## src/rtl/data_sync_tx.sv

```systemverilog
// Source-domain sender: holds a word on unsync_bus and runs a four-phase
// req/ack handshake with a saturating ack timeout and a transfer counter.
module data_sync_tx #(
    parameter int BUS_WIDTH = 8,
    parameter int TIMEOUT   = 64
) (
    input  logic                 CLK,
    input  logic                 RST,
    input  logic [BUS_WIDTH-1:0] i_data,
    input  logic                 i_valid,
    output logic                 o_ready,
    input  logic                 i_ack,
    output logic [BUS_WIDTH-1:0] unsync_bus,
    output logic                 bus_enable,
    output logic                 o_done,
    output logic                 o_timeout,
    output logic [7:0]           o_tx_count
);

    localparam int CW = $clog2(TIMEOUT + 1);
    localparam logic [CW-1:0] TMAX = CW'(TIMEOUT);

    typedef enum logic [1:0] {
        IDLE,
        REQ,
        RELEASE
    } state_t;

    state_t        state;
    state_t        state_nxt;
    logic [CW-1:0] tmo_cnt;
    logic          tmo_fired;
    logic          accept;

    // A stale ack left high in IDLE blocks new words until it drops.
    assign o_ready = (state == IDLE) && !i_ack;
    assign accept  = i_valid && o_ready;

    always_comb begin
        state_nxt = state;
        unique case (state)
            IDLE:    if (accept) state_nxt = REQ;
            REQ:     if (i_ack) state_nxt = RELEASE;
            RELEASE: if (!i_ack) state_nxt = IDLE;
            default: state_nxt = IDLE;
        endcase
    end

    always_ff @(posedge CLK or negedge RST) begin
        if (!RST) state <= IDLE;
        else      state <= state_nxt;
    end

    always_ff @(posedge CLK or negedge RST) begin
        if (!RST) begin
            unsync_bus <= '0;
            bus_enable <= 1'b0;
            o_done     <= 1'b0;
            o_timeout  <= 1'b0;
            o_tx_count <= 8'd0;
            tmo_cnt    <= '0;
            tmo_fired  <= 1'b0;
        end else begin
            o_done    <= 1'b0;
            o_timeout <= 1'b0;
            unique case (state)
                IDLE: begin
                    if (accept) begin
                        unsync_bus <= i_data;
                        bus_enable <= 1'b1;
                        tmo_cnt    <= '0;
                        tmo_fired  <= 1'b0;
                    end
                end
                REQ: begin
                    // An ack on the timeout edge wins; the pulse is dropped.
                    if (i_ack) begin
                        bus_enable <= 1'b0;
                    end else if (tmo_cnt != TMAX) begin
                        tmo_cnt <= tmo_cnt + CW'(1);
                    end else if (!tmo_fired) begin
                        o_timeout <= 1'b1;
                        tmo_fired <= 1'b1;
                    end
                end
                RELEASE: begin
                    if (!i_ack) begin
                        o_done     <= 1'b1;
                        o_tx_count <= o_tx_count + 8'd1;
                    end
                end
                default: ;
            endcase
        end
    end

endmodule

```

## config.mk

```make
export PLATFORM = sky130hd
export DESIGN_NAME = data_sync_tx
export DESIGN_NICKNAME = d
export VERILOG_FILES = /design/src/rtl/data_sync_tx.sv
export SDC_FILE = /design/constraint.sdc
export NUM_CORES = 1
export LEC_CHECK = 0
export ABC_AREA = 1
export BUFFER_PORTS_ARGS = -buffer_cell sky130_fd_sc_hd__buf_2
export CAP_MARGIN = 20
export CORE_MARGIN = 5
export CORE_UTILIZATION = 47
export CTS_CLUSTER_SIZE = 28
export DETAILED_ROUTE_END_ITERATION = 16
export PLACE_DENSITY = 0.82
export SYNTH_ARGS = -nofsm -noshare
export SYNTH_HDL_FRONTEND = slang
export SYNTH_SLANG_ARGS = --single-unit
```

## constraint.sdc

```tcl
create_clock -name CLK -period 1.3 [get_ports CLK]
set_clock_uncertainty 0.1 [all_clocks]
set_input_delay 0.13 -clock CLK [delete_from_list [all_inputs] [get_ports CLK]]
set_output_delay 0.13 -clock CLK [all_outputs]
set_load 0.01 [all_outputs]
```

==> results of run 1 <==
[metrics by stage]
step | setup slack [ns] | std cells | TNS [ns]
2_1_floorplan | -0.06797 | 165 | -0.6283
3_3_place_gp | -0.01319 | 240 | -0.05947
3_5_place_dp | -0.1164 | 240 | -0.6064
4_1_cts | -0.1007 | 266 | -0.3241
5_1_grt | -0.1924 | 269 | -2.704
6_report | -0.1358 | 269 | -1.276
[cells in the final DEF, fill, tap and decap left out, drive strengths merged]
cell	n
buf	57
dfrtp	29
nand2	56
o21bai	2
dlygate4sd3	10
xor2	4
a21oi	1
inv	22
clkinv	2
ha	3
nand3	19
nor2	10
nand4	5
nor3	2
o21ai	8
nor3b	1
xnor2	1
clkbuf	6
[registers in the layout, indices dropped and copies added, names as in the netlist]
| signal | flops |
|---|---|
| bus_enable | 1 |
| o_timeout | 1 |
| o_tx_count | 8 |
| tmo_cnt | 7 |
| o_done | 1 |
| tmo_fired | 1 |
| state | 2 |
| unsync_bus | 8 |
[power by group through the flow]
stage / clock network [mW] / registers, mW / logic (mW)
finish: 0.532 / 1.31 / 1.26
global route: 0.591 / 1.34 / 1.40
CTS: 0.542 / 1.27 / 1.07
detailed placement: 0 / 1.29 / 0.847
global placement: 0 / 1.27 / 0.824
floorplan: 0 / 1.36 / 0.349
[how the worst max path moves through the flow]
stage	slack (ns)	from	cells after the start	to
5_1_grt	-0.19	state[0]	3	o_ready
6_report	-0.14	state[0]	3	o_ready
3_3_place_gp	-0.01	tmo_cnt[0]	9	tmo_cnt[3]
4_1_cts	-0.10	state[0]	3	o_ready
3_5_place_dp	-0.12	tmo_cnt[0]	9	tmo_cnt[0]
2_1_floorplan	-0.07	state[1]	6	tmo_cnt[5]
[logic make-up after synthesis]
| logic type | synth area share (%) |
|---|---|
| xor+xnor | 3.173 |
| flops | 52.58 |
| fa+ha+maj | 2.720 |
| simple gates | 30.10 |
| compound gates | 4.351 |
| buf+inv | 7.071 |
[repair_timing]
item,in CTS,in global routing
hold buffers,9,1
buffers inserted,9,4
resized for setup,27,28
pin swaps,6,8
setup endpoints to repair,7,30
hold endpoints to repair,38,1
[worst max-delay path: cells and delay by family, from the launching register on]
kind,cells,cell delay (ns)
buffers and inverters,2,0.21
flip-flops,1,0.44
AND/OR/NAND/NOR,1,0.20
[area by class of cell]
type                    instances  area (um2)  area share [%]
repair buffers                 67       493.0           23.66
well taps                      31       38.79           1.862
clock buffers                   6       41.29           1.982
clock inverters                 2       10.01          0.4805
inverters                      22       90.09           4.324
multi-input cells             112       683.2           32.79
flip-flops and latches         29       726.9           34.89
[routing by layer]
layer,part of all wire (%),vias up,track usage (%)
li1,-,670,-
met1,38,672,21.64
met2,53,43,34.30
met3,5.4,18,6.655
met4,3.8,0,11.70
met5,0,-,0
==> flow_metrics.tcl, run 1 <==
set metrics [dict create \
    syn-instance-count 165 \
    path_cells "nor3_4 > buf_6 > buf_6" \
    hold_path.class "in2reg" \
    synth-async-reset-ratio_pct 100.0 \
    path_class "reg2out" \
    utilization_pct 74.90 \
    setup_slack_ns -0.1358 \
    synthTopCellsByCount "nand2_1, dfrtp_1, inv_1" \
    max_slew.worst_pin.slew_ns 0.3751 \
    startpoint_type "register" \
    clkTransAtPathRegs_ns 0.10 \
    post-synth-top-area-cell "dfrtp_1" \
    tritoncts "yes" \
    rsz0062_at_grt "yes" \
    fin_crit_ns 1.436 \
    die_area_mm2 0.004120 \
    maxCapViolations 0 \
    fp.dieW_um 64.19 \
    fillers 195 \
    grt_first_pass_wirelength_mm 6.327 \
    combinationalPowerShare_pct 40.6 \
    critPathRequiredTime_ns 1.07 \
    drv_slew 0 \
    cpMostUsedCell "buf_6" \
    ys_ff_latch 29 \
    grt_max_degree 30 \
    worstSetupEndpointType "primary output" \
    synth_top_area_share_pct 52.58 \
    boundaryPins 32 \
    fin_area_mm2 0.002083 \
    clock_latency_ns 0.34 \
    grt_pass1_vias 1370 \
    clkSinkCount 29 \
    grt_antenna_before_repair 0 \
    cts_max_path_buffers 2 \
    power.total_mw 3.106 \
    ys_types 19 \
    intPower_mw 1.955 \
    slowest_stage "dfrtp_1" \
    ys_warn_count 0 \
    seq_area_frac_synth_pct 52.58 \
    drt_iter0_drc 100 \
    holdPathStages 3 \
    remaining_drc_errors 0 \
    syn2layout_area_growth_pct 50.95 \
    fin_nets 252 \
    antennaDiodeCount 0 \
    status "finished, violations left" \
    grt_use_total_pct 20.14 \
    swShare_pct 37.06 \
    synth_area_mm2 0.001380 \
    cts_made_buffers 5 \
    rows 19 \
    root_buffer "clkbuf_4" \
    peakVddDrop_uv 1105 \
    finalCritPeriodShare_pct 110.4 \
    violations "negative setup slack" \
    finalHoldViolCount 0 \
    place.gp.congestion 0.8863 \
    antenna_left 0 \
    start_util_pct 49.62 \
    numPortBuffers 31 \
    reg2reg_depth 8 \
    holdWs_ns 0.04136 \
    fmax_mhz 696.5 \
    switching_power_mw 1.151 \
    timing.rr.start "state[0]" \
    htreeDepth 2 \
    dpl.hpwl_mm 2.209 \
    routed_via_density 5.216 \
    power.density_mw_per_mm2 1491 \
    drive_gt1_share_pct 40.76 \
    dpl-instance-area_mm2 0.001672 \
    worstHoldStart "i_valid" \
    synth_area_leaders "dfrtp_1, nand2_1, nand3_1" \
    synth_nets 180 \
    cp.arrival_ns 1.21 \
    drt_wl_total_mm 3.871 \
    core_area_mm2 0.002781 \
    r2r_slack_ns -0.11 \
    wl_per_cell_um 14.39 \
    synth_area_per_cell_um2 8.364 \
    slew_headroom_pct 75.00 \
    holdPathEnd "unsync_bus[6]" \
    vias 1403 \
    synth-edff-count 0 \
    rr_endpoint "tmo_cnt[5]" \
    p_leak_nw 1.104 \
    p_seq_share_pct 42.2 \
    max_stage_delay_ns 0.44 \
    ys.flop_type "dfrtp_1" \
    die_h_um 64.19 \
    path_max_fanout 2 \
    grt_overflow 0 \
    firstDrtPassIters 4 \
    power_frac_clock_pct 17.1 \
    setup_viol 22 \
    post-synth-top-count-cell "nand2_1" \
]
No activity file was read; power rests on OpenSTA's default activity.
==> run 2, diff against run 1 <==
REMOVE_ABC_BUFFERS = 1   (was not set)
==> run 2 against run 1 <==
Compared with the run above:
- the run still ends with negative setup slack left
- clock power increased by 6.0%
- die area unchanged
- highest routed layer unchanged
- utilization decreased by 3.4 points
- fmax increased by 2.1%
- global-route usage decreased by 1.8 points
- design area decreased by 4.5%
- combinational power decreased by 17%
- final cell count decreased by 3.0%
- largest power group unchanged
==> flow_metrics.tcl, run 2 (synthesized netlist as in run 1, its figures left out) <==
set metrics [dict create \
    status "finished, violations left" \
    violations "negative setup slack" \
    grt_antenna_before_repair 0 \
    startpoint_type "register" \
    peakVddDrop_uv 1473 \
    final_cell_mix "nand2_1, buf_2, dfrtp_1" \
    start_util_pct 49.62 \
    antenna_left 0 \
    place.gp.congestion 0.8658 \
    maxCapViolations 0 \
    clkSinkCount 29 \
    grt_use_total_pct 18.37 \
    reg.largest.list "o_tx_count x8, unsync_bus x8, tmo_cnt x7" \
    dp.cells 238 \
    critPathRequiredTime_ns 1.07 \
    numPortBuffers 31 \
    power.total_mw 2.871 \
    path_class "reg2out" \
    fmax_mhz 711.4 \
    multi_input_area_um2 648.1 \
    routed_via_density 4.996 \
    remaining_drc_errors 0 \
    clkTransAtPathRegs_ns 0.09 \
    finalHoldViolCount 0 \
    grt_first_pass_wirelength_mm 5.968 \
    drt_wl_total_mm 3.304 \
    syn2layout_area_growth_pct 44.15 \
    fp.dieW_um 64.19 \
    antennaDiodeCount 0 \
    die_area_mm2 0.004120 \
    cp.arrival_ns 1.18 \
    max_slew.worst_pin.slew_ns 0.3308 \
    drv_slew 0 \
    drive_gt1_share_pct 36.09 \
    drt_iter0_drc 41 \
    rows 19 \
    path_max_fanout 2 \
    fin_tns_setup_ns -0.3878 \
    clock_latency_ns 0.33 \
    cts_max_path_buffers 2 \
    dpl.hpwl_mm 2.259 \
    firstDrtPassIters 4 \
    fin_crit_ns 1.406 \
    hold_path.class "in2reg" \
    grt_pass1_vias 1326 \
    setup_viol 16 \
    grt_overflow 0 \
    wl_per_cell_um 12.66 \
    finalCritPeriodShare_pct 108.1 \
    rsz0062_at_grt "yes" \
    seqCellArea_um2 728.2 \
    power.density_mw_per_mm2 1443 \
    vias 1304 \
    tritoncts "yes" \
    final_common_cell "nand2_1" \
    p_leak_nw 1.064 \
    root_buffer "clkbuf_4" \
    layout.cells.non_filler 261 \
    worstSetupEndpointType "primary output" \
    cts_made_buffers 5 \
    fillers 224 \
    htreeDepth 2 \
    core_area_mm2 0.002781 \
    grt_max_degree 18 \
    fin_nets 245 \
    utilization_pct 71.53 \
    boundaryPins 32 \
    setup_slack_ns -0.1057 \
    slew_headroom_pct 77.94 \
    die_h_um 64.19 \
]
run 2: critical path: stages (launching register included):
cell and delay [ns]:
dfrtp_1 0.42, nor3_4 0.21, buf_6 0.13, buf_6 0.09
run 2: what timing repair did:
action / in CTS / in global routing
resized for setup: 19 / 23
endpoints found under the hold margin: 38 / 0
pin swaps: 3 / 5
cloned: 0 / 0
setup buffers: 2 / 4
setup endpoints to repair: 8 / 26
hold buffers: 10 / 0
run 2: report_power, final:
group          switching (mW)  internal [mW]
registers               0.152           1.10
logic                   0.566          0.486
clock network           0.309          0.255
total                    1.03           1.84
run 2: worst paths after layout:
check	startpoint	cells past startpoint	to	slack, ns
max	state[0]	3	o_ready	-0.11
min	i_valid	3	unsync_bus[3]	0.04
max reg2reg	tmo_cnt[0]	9	tmo_cnt[2]	-0.04
min reg2reg	tmo_fired	1	o_timeout	0.34
max in group asynchronous	RST	3	o_tx_count[4]	0.58
min in group asynchronous	RST	2	tmo_fired	0.12
run 2: stage by stage:
step | hold WS [ns] | worst slack [ns] | area [um2]
floorplan | -0.2656 | -0.1395 | 1365
global placement | -0.05521 | -0.02287 | 1669
detailed placement | -0.04737 | -0.07100 | 1669
CTS | 0.004439 | -0.1749 | 1886
global route | 0.02754 | -0.1723 | 1989
finish | 0.03703 | -0.1057 | 1989
run 2: area by class of cell:
class	count	area share [%]
Multi-Input combinational cell	112	32.58
Clock buffer	7	2.767
Sequential cell	29	36.60
Inverter	22	4.403
Timing Repair Buffer	60	21.70
Tap cell	31	1.950
run 2: layer usage:
layer	GRT usage [%]	share of wire (%)	wire length, um	vias to the layer above
met4	5.089	0.82	27	0
li1	-	-	-	655
met1	21.94	42	1389	606
met2	30.78	50	1660	38
met3	7.180	6.9	227	5
met5	0	0	0	-
==> run 3, diff against run 2 <==
CORE_UTILIZATION = 50   (was 47)
PLACE_DENSITY = 0.83   (was 0.82)
RECOVER_POWER = 100   (was not set)
clock period = 1.4 ns   (was 1.3 ns; I/O delays follow)
==> run 3 against run 2 <==
Compared with the run above:
- the flow now finishes without violations
- global-route usage fell by 2.0 points
- sequential cell count did not move
- sequential share of layout area rose by 2.0 points
- routed wire length fell by 2.1%
- die area fell by 5.1%
- utilization fell by 2.1 points
- combinational power fell by 17%
- via count fell by 2.5%
- setup slack improved by 0.11 ns
- clock-buffer cell count rose by 1
- final cell count fell by 2.7%
- non-clock buffer count fell by 8
- critical endpoint unchanged
- largest cell class unchanged
- highest routed layer unchanged
==> flow_metrics.tcl, run 3 (synthesized netlist as in run 1, its figures left out) <==
set metrics [dict create \
    grt_pass1_vias 1261 \
    drive_gt1_share_pct 26.01 \
    firstDrtPassIters 4 \
    fillers 219 \
    layout.cells.non_filler 254 \
    clkSinkCount 29 \
    grt_use_total_pct 16.33 \
    reg.largest.list "o_tx_count x8, unsync_bus x8, tmo_cnt x7" \
    boundaryPins 32 \
    path_max_fanout 2 \
    startpoint_type "register" \
    rows 19 \
    tritoncts "yes" \
    p_seq_share_pct 47.3 \
    power_frac_clock_pct 18.2 \
    r2r_slack_ns 0.03 \
    drv_slew 0 \
    switching_power_mw 0.9244 \
    holdPathStages 2 \
    rr_endpoint "tmo_cnt[6]" \
    worstHoldStart "i_ack" \
    htreeDepth 2 \
    die_h_um 62.54 \
    path_class "reg2out" \
    clkTransAtPathRegs_ns 0.08 \
    peakVddDrop_uv 1271 \
    combinationalPowerShare_pct 34.5 \
    power.density_mw_per_mm2 1341 \
    timing.rr.start "tmo_cnt[1]" \
    swShare_pct 36.63 \
    critPathRequiredTime_ns 1.16 \
    cts_max_path_buffers 2 \
    holdPathEnd "state[0]" \
    grt_antenna_before_repair 0 \
    final_cell_mix "nand2_1, dfrtp_1, clkbuf_1" \
    core_area_mm2 0.002710 \
    grt_first_pass_wirelength_mm 5.347 \
    slew_headroom_pct 52.77 \
    wl_per_cell_um 12.74 \
    rsz0062_at_grt "yes" \
    max_slew.worst_pin.slew_ns 0.7084 \
    numPortBuffers 31 \
    intPower_mw 1.599 \
    drt_iter0_drc 38 \
    place.gp.congestion 0.8445 \
    finalHoldViolCount 0 \
    vias 1272 \
    cts_made_buffers 5 \
    finalCritPeriodShare_pct 99.85 \
    drt_wl_total_mm 3.236 \
    fin_nets 237 \
    final_common_cell "nand2_1" \
    reg2reg_depth 9 \
    worstSetupEndpointType "primary output" \
    status "complete, no violations" \
    antennaDiodeCount 0 \
    fin_crit_ns 1.398 \
    setup_viol 0 \
    fmax_mhz 715.3 \
    die_area_mm2 0.003911 \
    holdWs_ns 0.02605 \
    grt_max_degree 30 \
    syn2layout_area_growth_pct 36.36 \
    maxCapViolations 0 \
    hold_path.class "in2reg" \
    fp.dieW_um 62.54 \
    p_leak_nw 0.9534 \
    remaining_drc_errors 0 \
    dpl.hpwl_mm 2.006 \
    root_buffer "clkbuf_4" \
    dp.cells 231 \
    cp.arrival_ns 1.16 \
    grt_overflow 0 \
    clock_latency_ns 0.31 \
    start_util_pct 50.92 \
    antenna_left 0 \
    routed_via_density 5.008 \
]
==> run 3: cell types whose count changed in the layout (fill, tap and decap cells not counted), sizes merged <==
| cell | delta |
|---|---|
| clkbuf | +18 |
| buf | -24 |
| dlygate4sd3 | -1 |
==> run 3: power by group through the flow <==
stage                     logic [mW]  registers, mW  clock network, mW
after global routing           0.989           1.22              0.522
after detailed placement       0.709           1.19                  0
final                          0.871           1.19              0.460
after CTS                      0.760           1.17              0.477
after floorplan                0.314           1.26                  0
after global placement         0.693           1.18                  0
==> run 3: repair_timing <==
action / CTS / global route
pin swaps: 1 / 7
endpoints found under the hold margin: 37 / 0
gates resized for setup: 2 / 35
gates cloned: 0 / 0
setup endpoints to repair: 5 / 16
hold buffers: 9 / 0
buffers inserted: 3 / 3
==> run 3: critical path: stages (launching register included) <==
cell	delay, ns
dfrtp_1	0.42
nor3_4	0.21
buf_6	0.13
buf_6	0.09
==> run 3: per-stage QoR <==
step | cell area, um2 | util, % | setup TNS, ns | total power, mW | setup WS, ns
2_1_floorplan | 1365 | - | -0.03950 | 1.572 | -0.03950
3_3_place_gp | 1604 | 59.19 | 0 | 1.875 | 0.04916
3_5_place_dp | 1604 | 59.19 | -0.01006 | 1.897 | -0.01006
4_1_cts | 1775 | 65.51 | -0.05734 | 2.412 | -0.05734
5_1_grt | 1882 | 69.44 | -0.5056 | 2.737 | -0.06547
6_report | 1882 | 69.44 | 0 | 2.524 | 0.002055
==> run 3: routing by layer <==
layer | global-route usage, % | vias up | share of wire (%)
met4 | 4.244 | 0 | 0.37
met2 | 26.04 | 47 | 49
met1 | 20.51 | 586 | 43
met3 | 6.655 | 2 | 6.8
met5 | 0 | - | 0
li1 | - | 637 | -
==> run 3: worst max-delay path by stage <==
| stage | start | to | slack, ns | cells past startpoint |
|---|---|---|---|---|
| floorplan | state[0] | tmo_cnt[5] | -0.04 | 6 |
| global placement | tmo_cnt[0] | tmo_cnt[6] | 0.05 | 9 |
| detailed placement | tmo_cnt[0] | tmo_cnt[1] | -0.01 | 9 |
| CTS | state[0] | o_ready | -0.06 | 3 |
| global route | state[0] | o_ready | -0.07 | 3 |
| finish | state[0] | o_ready | 0.002 | 3 |
==> run 3: area by class of cell <==
class                      count  area (um2)  area share (%)
multi-input combinational    112       653.1           34.71
timing repair buffer          52       329.1           17.49
tap                           31       38.79           2.061
clock buffer                   8       48.80           2.593
sequential                    29       726.9           38.63
inverter                      22       85.08           4.521
